**src/rtl/regfile_arbiter.sv**
```systemverilog
// regfile_arbiter: round-robin sharing of a single-port register file
// between NUM_REQ masters, one transaction per grant, registered outputs.
module regfile_arbiter #(
    parameter int NUM_REQ    = 2,
    parameter int ADDR_W     = 8,
    parameter int DATA_W     = 8,
    parameter int RD_LATENCY = 1
) (
    input  logic                      clk,
    input  logic                      reset,
    input  logic [NUM_REQ-1:0]        req,
    input  logic [NUM_REQ-1:0]        req_we,
    input  logic [NUM_REQ*ADDR_W-1:0] req_addr,
    input  logic [NUM_REQ*DATA_W-1:0] req_wdata,
    output logic [NUM_REQ-1:0]        gnt,
    output logic [NUM_REQ-1:0]        rvalid,
    output logic [DATA_W-1:0]         rdata,
    output logic                      rf_write,
    output logic                      rf_read,
    output logic [ADDR_W-1:0]         rf_addr,
    output logic [DATA_W-1:0]         rf_wdata,
    input  logic [DATA_W-1:0]         rf_rdata,
    output logic                      busy
);

    localparam int PTR_W = (NUM_REQ > 1) ? $clog2(NUM_REQ) : 1;

    typedef enum logic [1:0] {
        ARB,
        ISSUE,
        WAIT,
        RESP
    } state_t;

    state_t               r_state;
    state_t               w_state_nxt;
    logic [PTR_W-1:0]     r_ptr;
    logic [PTR_W-1:0]     r_owner;
    logic [PTR_W-1:0]     w_win;
    logic [PTR_W-1:0]     w_k;
    logic                 w_found;
    logic [2:0]           r_cnt;
    logic [NUM_REQ-1:0]   r_gnt;
    logic [NUM_REQ-1:0]   r_rvalid;
    logic [DATA_W-1:0]    r_rdata;
    logic                 r_rf_write;
    logic                 r_rf_read;
    logic [ADDR_W-1:0]    r_rf_addr;
    logic [DATA_W-1:0]    r_rf_wdata;
    logic                 r_busy;

    assign gnt      = r_gnt;
    assign rvalid   = r_rvalid;
    assign rdata    = r_rdata;
    assign rf_write = r_rf_write;
    assign rf_read  = r_rf_read;
    assign rf_addr  = r_rf_addr;
    assign rf_wdata = r_rf_wdata;
    assign busy     = r_busy;

    // Pick the first requester after the last winner; nearest offset wins.
    always_comb begin
        w_found = 1'b0;
        w_win   = '0;
        w_k     = '0;
        for (int i = NUM_REQ; i >= 1; i--) begin
            w_k = PTR_W'((int'(r_ptr) + i) % NUM_REQ);
            if (req[w_k]) begin
                w_found = 1'b1;
                w_win   = w_k;
            end
        end
    end

    // Next-state: a write returns straight to ARB, a read waits for data.
    always_comb begin
        w_state_nxt = r_state;
        unique case (r_state)
            ARB:   if (w_found) w_state_nxt = ISSUE;
            ISSUE: w_state_nxt = r_rf_write ? ARB : WAIT;
            WAIT:  if (r_cnt == 3'd1) w_state_nxt = RESP;
            RESP:  w_state_nxt = ARB;
        endcase
    end

    // State register.
    always_ff @(posedge clk) begin
        if (reset) r_state <= ARB;
        else       r_state <= w_state_nxt;
    end

    // Registered strobes, capture of the winner and read-data return.
    always_ff @(posedge clk) begin
        if (reset) begin
            r_ptr      <= PTR_W'(NUM_REQ - 1);
            r_owner    <= '0;
            r_cnt      <= '0;
            r_gnt      <= '0;
            r_rvalid   <= '0;
            r_rdata    <= '0;
            r_rf_write <= 1'b0;
            r_rf_read  <= 1'b0;
            r_rf_addr  <= '0;
            r_rf_wdata <= '0;
            r_busy     <= 1'b0;
        end else begin
            r_gnt      <= '0;
            r_rvalid   <= '0;
            r_rf_write <= 1'b0;
            r_rf_read  <= 1'b0;
            r_busy     <= (w_state_nxt != ARB);
            unique case (r_state)
                ARB: begin
                    if (w_found) begin
                        r_owner      <= w_win;
                        r_ptr        <= w_win;
                        r_gnt[w_win] <= 1'b1;
                        r_rf_write   <= req_we[w_win];
                        r_rf_read    <= ~req_we[w_win];
                        r_rf_addr    <= req_addr[w_win*ADDR_W +: ADDR_W];
                        r_rf_wdata   <= req_wdata[w_win*DATA_W +: DATA_W];
                    end
                end
                ISSUE: begin
                    if (!r_rf_write) r_cnt <= 3'(RD_LATENCY);
                end
                WAIT: begin
                    if (r_cnt == 3'd1) begin
                        r_rdata           <= rf_rdata;
                        r_rvalid[r_owner] <= 1'b1;
                    end else begin
                        r_cnt <= r_cnt - 3'd1;
                    end
                end
                RESP: begin
                end
            endcase
        end
    end

endmodule

```
**config.mk**
```make
export PLATFORM = sky130hd
export DESIGN_NAME = regfile_arbiter
export DESIGN_NICKNAME = d
export VERILOG_FILES = /design/src/rtl/regfile_arbiter.sv
export SDC_FILE = /design/constraint.sdc
export NUM_CORES = 1
export LEC_CHECK = 0
export ABC_AREA = 1
export CORE_UTILIZATION = 42
export CTS_BUF_LIST = sky130_fd_sc_hd__clkbuf_16
export DETAILED_ROUTE_END_ITERATION = 10
export PLACE_DENSITY = 0.8
export SYNTH_ARGS = -nofsm -noshare
export SYNTH_HDL_FRONTEND = slang
export SYNTH_SLANG_ARGS = --single-unit
```
**constraint.sdc**
```tcl
create_clock -name clk -period 1.55 [get_ports clk]
set_input_delay 0.2325 -clock clk [delete_from_list [all_inputs] [get_ports clk]]
set_output_delay 0.2325 -clock clk [all_outputs]
set_load 0.1 [all_outputs]
```
# --- Word level (Yosys, flattened, before mapping) ---
# Cells that the tools add are included.
totals:
  register_bits: 38
  inputBits: 46
  output_inout_bits: 31
  wordCells: 65
classes:
  addsub: 3
  order_cmp: 6
  n_eq_ne: 6
  shift: 2
  muxes: 21
  bitwise_logic: 5
  n_reduce_logical: 10
ops:
  columns: ["op", "count"]
  rows:
  - ["$shiftx A16 B5 Y8", 2]
  - ["$mux W1", 12]
  - ["$lt A1 B2 Y1 const B", 4]
  - ["$pmux W2 S4", 1]
  - ["$mux W2", 3]
  - ["$mux W3", 2]
  - ["$pmux W3 S2", 1]
  - ["$reduce_or A3 Y1", 2]
  - ["$not A1 Y1", 5]
  - ["$eq A2 B2 Y1 const B", 2]
  - ["$ne A2 B2 Y1 const B", 2]
  - ["$reduce_and A2 Y1", 2]
  - ["$reduce_bool A2 Y1", 2]
  - ["$eq A3 B1 Y1 const B", 1]
  - ["$reduce_and A3 Y1", 1]
  - ["$sub A3 B1 Y3 const B", 1]
  - ["$add A1 B1 Y1 const B", 2]
  - ["$demux W1 S1", 2]
  - ["$eq A2 B1 Y1 const B", 1]
  - ["$ge A1 B1 Y1 const B", 2]
  - ["$logic_and A1 B1 Y1", 2]
  - ["$logic_not A2 Y1", 1]

# --- Depth between registers and ports, before layout ---
# Gate-level depths: netlist of the first run.
logic_depth:
  depth_word: 9
  depth_mapped: 8
  mapped_depth_nobuf: 8

# --- Least setup slack after synthesis of the first run ---
# No wires, ideal clock.
synth_path:
  path_kind: "register -> register"
  startpoint: "reg r_rf_write, in the netlist rf_write"
  endpoint: "reg r_cnt[0]"
  setup_ns: 0.116
  arrival_ns: 1.391
  required_time_ns: 1.434
  slack_ns: 0.043
  path_stages_with_launch: 5
  n_path_buf: 0
  path_cell_list: "dfxtp_1 > nand3b_1 > nand2_1 > nor2_1 > nor2_1"
synth_between:
  elab_chain_len: 2
synth_lines:
  columns: ["item", "line", "text"]
  rows:
  - ["from (decl)", "46", "logic r_rf_write;"]
  - ["from (signal assigned)", "118", "r_rf_write <= req_we[w_win];"]
  - ["$ne A2 B2 Y1 (no source line)", null, null]
  - ["$reduce_and A3 Y1 (no source line)", null, null]
  - ["to (signal assigned)", "125", "if (!r_rf_write) r_cnt <= 3'(RD_LATENCY);"]
  - ["to (signal assigned)", "132", "r_cnt <= r_cnt - 3'd1;"]
  - ["to (decl)", "42", "logic [2:0] r_cnt;"]
# No other way between the ends.
# A chain may end at the register's enable or synchronous reset.

# --- Final worst setup path of the first run ---
layout_path:
  startpoint: "reg r_cnt[1]"
  endpoint: "reg r_state[0]"
layout_between:
  elab_chain_len: 3
layout_lines:
  columns: ["item", "line", "text"]
  rows:
  - ["$eq A3 B1 Y1", "81", "WAIT: if (r_cnt == 3'd1) w_state_nxt = RESP;"]
  - ["$mux W2", "81", null]
  - ["$pmux W2 S4", "78", "unique case (r_state)"]
  - ["to (signal assigned)", "89", "else r_state <= w_state_nxt;"]
  - ["to (decl)", "35", "state_t r_state;"]
# No other way between the ends.

==> impl_metrics.json, run 1 <==
{
  "worst-path-max-fanout": 9,
  "synthArstFlopShare_pct": 0,
  "whs_ns": 0.453,
  "cts_buffers": 5,
  "die_w_um": 66.7,
  "critPathBufInv": 3,
  "fmax_ghz": 0.764,
  "core_area_um2": 4000,
  "overflow": 0,
  "n_antenna_cell": 0,
  "synth_seq_cells": 38,
  "crit_path_start": "r_cnt[1]",
  "grt_pass1_wl_um": 7200,
  "wire_per_inst_um": 10.4,
  "syn_area_um2": 1760,
  "hp-start": "r_owner",
  "crit_top_cell": "nand2_1",
  "synth_cell_types": 22,
  "cts_setup_buffers": 0,
  "p_leak_nw": 1.43,
  "worst_slew_pin_slew_ns": 0.202,
  "clock_sinks": 38,
  "hold_path.class": "reg -> reg",
  "drt-initial-drc-count": 108,
  "drtPass1Iterations": 4,
  "final_nets": 402,
  "fillCellCount": 315,
  "avgViaCountPerCell": 4.48,
  "yosysSeqAreaShare_pct": 43.3,
  "cts_resized": 0,
  "endpoint_kind": "flop",
  "setup_viol": 0,
  "r2r-start": "r_cnt[1]",
  "cts_buffer_depth": 2,
  "htreeDepth": 2,
  "pin_count": 77,
  "grt_max_degree": 35,
  "yosys_warnings": 0,
  "dieArea_um2": 4440,
  "yosys-top-cells-count": "79 x nand2_1, 72 x nor2_1, 41 x inv_1",
  "antenna_found_initial": 0,
  "required_ns": 1.72,
  "status": "finished, final reports clean",
  "rows": 23,
  "drc": 0,
  "fin_tns_setup_ns": 0,
  "synth_edf_count": 0,
  "critPathTopFamily": "simple AND/OR/NAND/NOR gates",
  "ir_drop_v": 0.000849,
  "path_clk_slew_ns": 0.06,
  "syn_inst": 270,
  "vias": 1813,
  "final_core_util_pct": 76.1,
  "drv_cap": 0,
  "avgSynthCellArea_um2": 6.51,
  "ys.flop_type": "dfxtp_1",
  "stdcell_area_um2": 3040,
  "criticalPathCategory": "reg -> reg",
  "cp_slowest_cell": "dfxtp_1",
  "fin_cells": 405,
  "layout-drive-gt1-share_pct": 15.8,
  "synthDominantCellAreaShare_pct": 43.3,
  "slew_headroom_pct": 86.5,
  "start_util_pct": 43.9,
  "root_buffer": "clkbuf_16",
  "numPortBuffers": 76,
  "cp_data_arrival_time_ns": 1.48,
  "critPathLaunchType": "flop",
  "clk_latency_ns": 0.27,
  "ctsHoldBuffers": 0,
  "hold_viol": 0,
  "track_usage_pct": 21.4,
  "cts_tree": "built",
  "synth_nets": 318,
  "cp_cell_sequence": "inv_1 > ha_1 > nand2_1 > inv_1 > nand2_2 > inv_2 > nand2_1 > nand2_1",
  "finalClockSkew_ns": 0.00320,
  "die_h_um": 66.7,
  "synth.most_common_cell": "nand2_1",
  "power_density_nw_per_um2": 1230,
  "slew_viol_final": 0,
  "placed_cell_area_um2": 2900,
  "fin_crit_ns": 1.31,
  "ant_nets": 0,
  "rsz0062_at_grt": "no",
  "yosysTopAreaCell": "dfxtp_1",
  "area_growth_pct": 73.3,
  "synthTopCellsByArea": "dfxtp_1 43%, nand2_1 17%, nor2_1 15%, inv_1 8.8%, o21ai_0 2.8%",
  "dp_hpwl_um": 3300,
  "wirelength_um": 4230,
  "dpl.cell_count": 397,
  "gp_congestion": 0.744,
  "period_share_pct": 84.5,
  "cp_slowest_stage_delay_ns": 0.33,
  "first_global_vias": 1783
}
## logic make-up (layout without fill, tap and decap cells)
family | after synthesis | in the layout | synth area share (%)
buf+inv | 53 | 138 | 14.2
flops | 38 | 38 | 43.3
fa+ha+maj | 2 | 2 | 1.42
simple gates | 161 | 161 | 36.0
compound gates | 16 | 16 | 5.06
## sequential cells by signal, indices dropped and copies added (netlist names)
signal and count:
r_ptr 1, busy 1, r_state 2, r_cnt 3, rf_write 1, rf_addr 8
rf_read 1, rf_wdata 8, gnt 2, r_owner 1, rdata 8, rvalid 2
## power by group
| group | internal [mW] | switching, mW |
|---|---|---|
| logic | 0.613 | 0.982 |
| registers | 1.09 | 0.108 |
| clock network | 0.586 | 0.370 |
## worst paths after layout
check,to,slack (ns),cells past startpoint
worst max register to register,r_state[0],0.24,8
worst min register to register,rvalid[0],0.45,1
worst max-delay path,r_state[0],0.24,8
worst min-delay path,rvalid[0],0.45,1
## layout by cell type (no fill, tap or decap)
cell type / instances
clkbuf_16: 5
nand2_1: 79
clkdlybuf4s50_1: 45
nand3b_1: 2
ha_1: 2
buf_12: 33
clkinvlp_4: 1
a21oi_2: 1
a31oi_1: 1
inv_2: 3
nor2_4: 1
nor2b_1: 1
clkinv_1: 2
a21oi_1: 3
dfxtp_1: 38
nor2_1: 72
nand2_2: 2
o21ai_2: 1
o21ai_0: 10
nor2_2: 1
inv_1: 41
buf_4: 7
nand3_1: 3
clkinv_2: 1
## area by class of cell
class	instances	area (µm²)	area share, %
timing repair buffer	85	1160	38.2
sequential	38	761	25.0
multi-input combinational	179	747	24.5
inverter	45	169	5.55
clock buffer	5	125	4.11
tap	50	62.6	2.06
clock inverter	3	16.3	0.534
## stage by stage
| stage | setup WS [ns] | power [mW] |
|---|---|---|
| after floorplan | 0.0431 | 2.20 |
| after global placement | 0.135 | 2.79 |
| after detailed placement | 0.0679 | 2.82 |
| after CTS | 0.240 | 3.78 |
| after global routing | 0.144 | 3.93 |
| final | 0.241 | 3.75 |
## per-layer routing
| layer | global-route usage (%) | share of wire (%) | up-vias |
|---|---|---|---|
| met1 | 21.4 | 40 | 801 |
| li1 | - | - | 953 |
| met5 | 0 | 0 | - |
| met2 | 40.9 | 54 | 51 |
| met4 | 7.71 | 1.1 | 0 |
| met3 | 6.34 | 5.8 | 8 |
## worst reg2reg max path, cell delays in order (launching register included)
cell and delay [ns]:
dfxtp_1 0.33, inv_1 0.07, ha_1 0.18, nand2_1 0.12, inv_1 0.08, nand2_2 0.13, inv_2 0.11, nand2_1 0.13
nand2_1 0.06
Note: power is estimated with default switching activity, not from simulation.
==> run 2: changes to the inputs <==
Settings changed: CORE_UTILIZATION 42 to 38, PLACE_DENSITY 0.8 to 0.76.
Clock period 1.55 ns to 1.2 ns, I/O delays scaled along.
==> run 2 against run 1 <==
Compared with the run above: fmax increased by 14%; cell count up 0.99%; die area up 10%; global-route usage is 3.6 points lower; critical path depth decreased by 1; routed wire length is 1.7% lower; flip-flop and latch count stayed put; power rose by 30%; clock-buffer cell count did not move; combinational power rose by 33%; non-clock buffer count rose by 2.
==> impl_metrics.json, run 2 (same netlist as run 1, synthesis figures left out) <==
{
  "cp_slowest_stage_delay_ns": 0.34,
  "r2r-start": "r_state[0]",
  "worst-path-max-fanout": 16,
  "die_w_um": 70.0,
  "ir_drop_v": 0.00108,
  "criticalPathCategory": "reg -> reg",
  "status": "finished, final reports clean",
  "wirelength_um": 4160,
  "root_buffer": "clkbuf_16",
  "pin_count": 77,
  "rows": 24,
  "grt_pass1_wl_um": 6960,
  "fmax_ghz": 0.872,
  "rsz0062_at_grt": "yes",
  "drc": 0,
  "p_total_mw": 4.88,
  "final_nets": 405,
  "fin_crit_ns": 1.15,
  "drt-initial-drc-count": 75,
  "layout-drive-gt1-share_pct": 25.5,
  "gp_congestion": 0.798,
  "setup_viol": 0,
  "hp-start": "req[0]",
  "slew_headroom_pct": 83.8,
  "period_share_pct": 95.6,
  "power_density_nw_per_um2": 1560,
  "grt_max_degree": 25,
  "drv_cap": 0,
  "first_global_vias": 1670,
  "worstHoldPathCells": 5,
  "multi_input_area_um2": 773,
  "cts_setup_buffers": 0,
  "slew_viol_final": 0,
  "htreeDepth": 2,
  "stdcell_area_um2": 3120,
  "dp_hpwl_um": 3080,
  "crit_top_cell": "nor2_1",
  "p_leak_nw": 1.48,
  "hold_viol": 0,
  "die_h_um": 70.0,
  "clk_latency_ns": 0.28,
  "regToRegSetupSlack_ns": 0.05,
  "overflow": 0,
  "min_to": "gnt[1]",
  "cp_slowest_cell": "dfxtp_2",
  "ant_nets": 0,
  "cts_buffers": 5,
  "r2r_end": "rf_addr[6]",
  "critPathTopFamily": "simple AND/OR/NAND/NOR gates",
  "critPathBufInv": 2,
  "hold_path.class": "in -> reg",
  "fillCellCount": 349,
  "core_area_um2": 4380,
  "wire_per_inst_um": 10.2,
  "clock_sinks": 38,
  "cts_buffer_depth": 2,
  "endpoint_kind": "flop",
  "register_area_um2": 796,
  "path_clk_slew_ns": 0.06,
  "antenna_found_initial": 0,
  "placed_cell_area_um2": 2950,
  "cp_data_arrival_time_ns": 1.32,
  "mostFrequentLayoutCell": "nand2_1",
  "drtPass1Iterations": 4,
  "dieArea_um2": 4900,
  "crit_path_start": "r_state[0]",
  "cp_cell_sequence": "nor2_2 > o21ai_2 > inv_2 > buf_12 > nand2_1 > nor2_1 > nor2_1",
  "reg2reg_depth": 7,
  "cts_tree": "built",
  "vias": 1773,
  "numPortBuffers": 76,
  "avgViaCountPerCell": 4.33,
  "finalClockSkew_ns": 0.00611,
  "final_cell_mix": "76 x nand2_1, 71 x nor2_1, 44 x clkdlybuf4s50_1",
  "track_usage_pct": 17.8,
  "critPathLaunchType": "flop",
  "n_antenna_cell": 0,
  "whs_ns": 0.410,
  "area_growth_pct": 77.6,
  "required_ns": 1.37,
  "worst_slew_pin_slew_ns": 0.242,
  "start_util_pct": 40.1
}
## run 2: layout make-up
class,instances,share of cell area [%]
Timing Repair Buffer,87,37.9
Tap cell,52,2.09
Sequential cell,38,25.5
Multi-Input combinational cell,180,24.8
Inverter,45,5.50
Clock buffer,5,4.01
Clock inverter,2,0.241
## run 2: worst max-delay path by stage
| stage | to | slack, ns | cells past startpoint |
|---|---|---|---|
| final | rf_addr[6] | 0.05 | 7 |
| after detailed placement | rf_addr[5] | -0.26 | 9 |
| after global placement | rf_wdata[2] | -0.18 | 6 |
| after CTS | r_state[0] | 0.003 | 8 |
| after global routing | rf_wdata[5] | -0.02 | 7 |
| after floorplan | r_cnt[0] | 0.006 | 4 |
## run 2: timing repair
action / 4_1_cts / 5_1_grt
gates cloned: 0 / 1
pin swaps: 0 / 2
endpoints found under the setup margin: 11 / 25
hold buffers: 0 / 0
resized for setup: 1 / 14
## run 2: worst reg2reg max path, cell delays in order, from the launching register on
cell	delay, ns
dfxtp_2	0.34
nor2_2	0.15
o21ai_2	0.10
inv_2	0.08
buf_12	0.14
nand2_1	0.06
nor2_1	0.11
nor2_1	0.07
## run 2: through the flow
stage	setup TNS (ns)	worst slack [ns]	std cells	util (%)
2_1_floorplan	0	0.00648	270	-
3_3_place_gp	-4.07	-0.178	401	67.3
3_5_place_dp	-4.77	-0.261	401	67.3
4_1_cts	0	0.00324	408	70.5
5_1_grt	-0.0879	-0.0223	409	71.1
6_report	0	0.0530	409	71.1
## run 2: routing by layer
layer | vias to the layer above | part of all wire (%) | track usage [%]
li1 | 965 | - | -
met1 | 751 | 41 | 19.1
met2 | 50 | 52 | 32.7
met3 | 7 | 6.2 | 5.63
met4 | 0 | 1.4 | 6.00
met5 | - | 0 | 0
## run 2: power by group
part	switching (mW)	internal, mW
clock network	0.463	0.742
registers	0.136	1.43
logic	1.29	0.821
==> run 3: changes to the inputs <==
Settings changed: ABC_AREA 1 to not set, CORE_UTILIZATION 38 to 37, SKIP_LAST_GASP set to 1.
==> run 3 against run 2 <==
Compared with the run above: the run now ends with negative setup slack left; fmax is 8.1% lower; clock-buffer cell count stayed put; critical path depth is 1 lower; global-route usage is 7.8 points higher; critical path type unchanged; largest power group unchanged.
==> impl_metrics.json, run 3 <==
{
  "status": "finished with violations",
  "violations": "negative setup slack",
  "avgViaCountPerCell": 5.43,
  "period_share_pct": 104,
  "clockPowerShare_pct": 25.1,
  "drc": 0,
  "critPathLaunchType": "flop",
  "synth_cell_types": 33,
  "p_total_mw": 4.87,
  "yosysTopAreaCell": "dfxtp_1",
  "finalClockSkew_ns": 0.00573,
  "yosysSeqAreaShare_pct": 46.4,
  "cts_tree": "built",
  "syn_area_um2": 1640,
  "synthArstFlopShare_pct": 0,
  "synth.most_common_cell": "nand2_1",
  "cp_data_arrival_time_ns": 1.46,
  "synthDominantCellAreaShare_pct": 46.4,
  "core_area_um2": 4120,
  "yosys-top-cells-count": "51 x nand2_1, 38 x dfxtp_1, 29 x a21oi_1",
  "overflow": 0,
  "ys.flop_type": "dfxtp_1",
  "fin_ws_ns": -0.0483,
  "area_growth_pct": 98.5,
  "syn_inst": 183,
  "layout-drive-gt1-share_pct": 48.4,
  "clock_sinks": 38,
  "drtPass1Iterations": 4,
  "endpoint_kind": "flop",
  "grt_max_degree": 13,
  "synth_edf_count": 0,
  "antenna_found_initial": 0,
  "yosys_warnings": 0,
  "fin_cells": 327,
  "synthTopCellsByArea": "dfxtp_1 46%, nand2_1 12%, a311oi_2 9.2%, a21oi_1 8.9%, a311oi_1 3.2%",
  "rows": 23,
  "required_ns": 1.41,
  "dp_hpwl_um": 3590,
  "start_util_pct": 39.8,
  "mostFrequentLayoutCell": "nand2_1",
  "final_core_util_pct": 79.0,
  "hold_viol": 0,
  "cts_buffers": 5,
  "track_usage_pct": 25.7,
  "ir_drop_v": 0.000899,
  "slew_viol_final": 0,
  "final_cell_mix": "48 x nand2_1, 42 x clkdlybuf4s50_1, 34 x buf_12",
  "worst_slew_pin_slew_ns": 0.445,
  "pin_count": 77,
  "synth_nets": 231,
  "register_area_um2": 803,
  "clk_latency_ns": 0.28,
  "fin_crit_ns": 1.25,
  "avgSynthCellArea_um2": 8.95,
  "p_leak_nw": 1.27,
  "gp_congestion": 0.717,
  "n_antenna_cell": 0,
  "final_nets": 325,
  "dieArea_um2": 4700,
  "wire_per_inst_um": 17.7,
  "rsz0062_at_grt": "yes",
  "critPathTopFamily": "flip-flops",
  "wirelength_um": 5800,
  "fmax_ghz": 0.801,
  "cp_slowest_stage_delay_ns": 0.33,
  "criticalPathCategory": "reg -> reg",
  "synth_seq_cells": 38,
  "worst-path-max-fanout": 5,
  "root_buffer": "clkbuf_16",
  "drt-initial-drc-count": 76,
  "cts_buffer_depth": 2,
  "ctsHoldBuffers": 0,
  "dpl.cell_count": 315,
  "numPortBuffers": 76,
  "intPower_mw": 3.02,
  "drv_cap": 0,
  "vias": 1776,
  "htreeDepth": 2,
  "critPathBufInv": 2,
  "power_density_nw_per_um2": 1500,
  "first_global_vias": 1802,
  "power.share.combinational_pct": 42.7,
  "ant_nets": 0,
  "die_h_um": 68.5,
  "fillCellCount": 243,
  "multi_input_area_um2": 920,
  "hold_path.class": "in -> reg",
  "p_sw_mw": 1.85,
  "slew_headroom_pct": 70.3,
  "cp_cell_sequence": "inv_4 > ha_4 > nor4bb_4 > buf_4 > nand2_1 > a21oi_2",
  "cp_slowest_cell": "dfxtp_2",
  "setup_viol": 10,
  "path_clk_slew_ns": 0.05,
  "p_seq_share_pct": 32.2,
  "swShare_pct": 38.0,
  "grt_pass1_wl_um": 8470,
  "die_w_um": 68.5,
  "whs_ns": 0.405
}
-- run 3: cell types whose count changed after synthesis, sizes merged, moves of 3 or more --
cell,delta
nor2,-73
inv,-40
nand2,-30
and3,+3
a311oi,+16
a21oi,+25
clkbuf,+9
o21ai,-9
nor3,+4
nand3,-3
-- run 3: layout make-up --
cell class	count	share of cell area, %
clock buffers	5	3.85
multi-input cells	126	28.3
clock inverters	2	0.231
inverters	4	0.539
flip-flops and latches	38	24.7
repair buffers	102	40.5
well taps	50	1.92
-- run 3: metrics by stage --
step	instance area, µm²	setup TNS [ns]	setup WS [ns]
2_1_floorplan	1690	0	0.00349
3_5_place_dp	2930	-9.33	-0.404
5_1_grt	3250	-1.12	-0.111
4_1_cts	3230	-0.0971	-0.0429
6_report	3250	-0.230	-0.0483
3_3_place_gp	2930	-7.01	-0.308
-- run 3: worst register-to-register path, cell delays in order, from the launching register on --
cell,delay (ns)
dfxtp_2,0.33
inv_4,0.07
ha_4,0.14
nor4bb_4,0.23
buf_4,0.20
nand2_1,0.07
a21oi_2,0.13
-- run 3: power groups by stage --
stage / Sequential [mW] / Combinational [mW] / Clock [mW]
after detailed placement: 1.57 / 1.93 / 0
after CTS: 1.56 / 2.05 / 1.23
after global routing: 1.58 / 2.17 / 1.29
final: 1.57 / 2.08 / 1.22
after floorplan: 2.23 / 0.469 / 0
after global placement: 1.56 / 1.90 / 0
-- run 3: layer usage --
metal | up-vias | global-route usage (%) | share of wire (%)
li1 | 838 | - | -
met3 | 17 | 7.40 | 6.2
met1 | 848 | 25.8 | 37
met5 | - | 0 | 0
met2 | 73 | 45.5 | 53
met4 | 0 | 17.4 | 3.6
-- run 3: timing repair --
item | in CTS | in global routing
hold endpoints to repair | 0 | 0
resized for setup | 31 | 16
pin swaps | 21 | 7
setup endpoints to repair | 32 | 33
gates cloned | 3 | 0
buffers inserted | 3 | 1
-- run 3: worst paths after layout --
check | from | endpoint | slack (ns) | depth (start not counted)
min reg2reg | rdata[1] | rdata[1] | 0.48 | 2
max reg2reg | r_cnt[1] | rdata[6] | -0.05 | 6
max | r_cnt[1] | rdata[6] | -0.05 | 6
min | req[1] | r_ptr | 0.40 | 3
-- run 3: cell families after synthesis --
group	count (synthesis)	share of synthesized area, %
flip-flops	38	46.4
AO/OA/AOI/OAI	55	26.3
AND/OR/NAND/NOR	67	18.3
multiplexers	1	0.611
adder cells (fa/ha/maj)	2	1.53
buffers and inverters	20	6.87
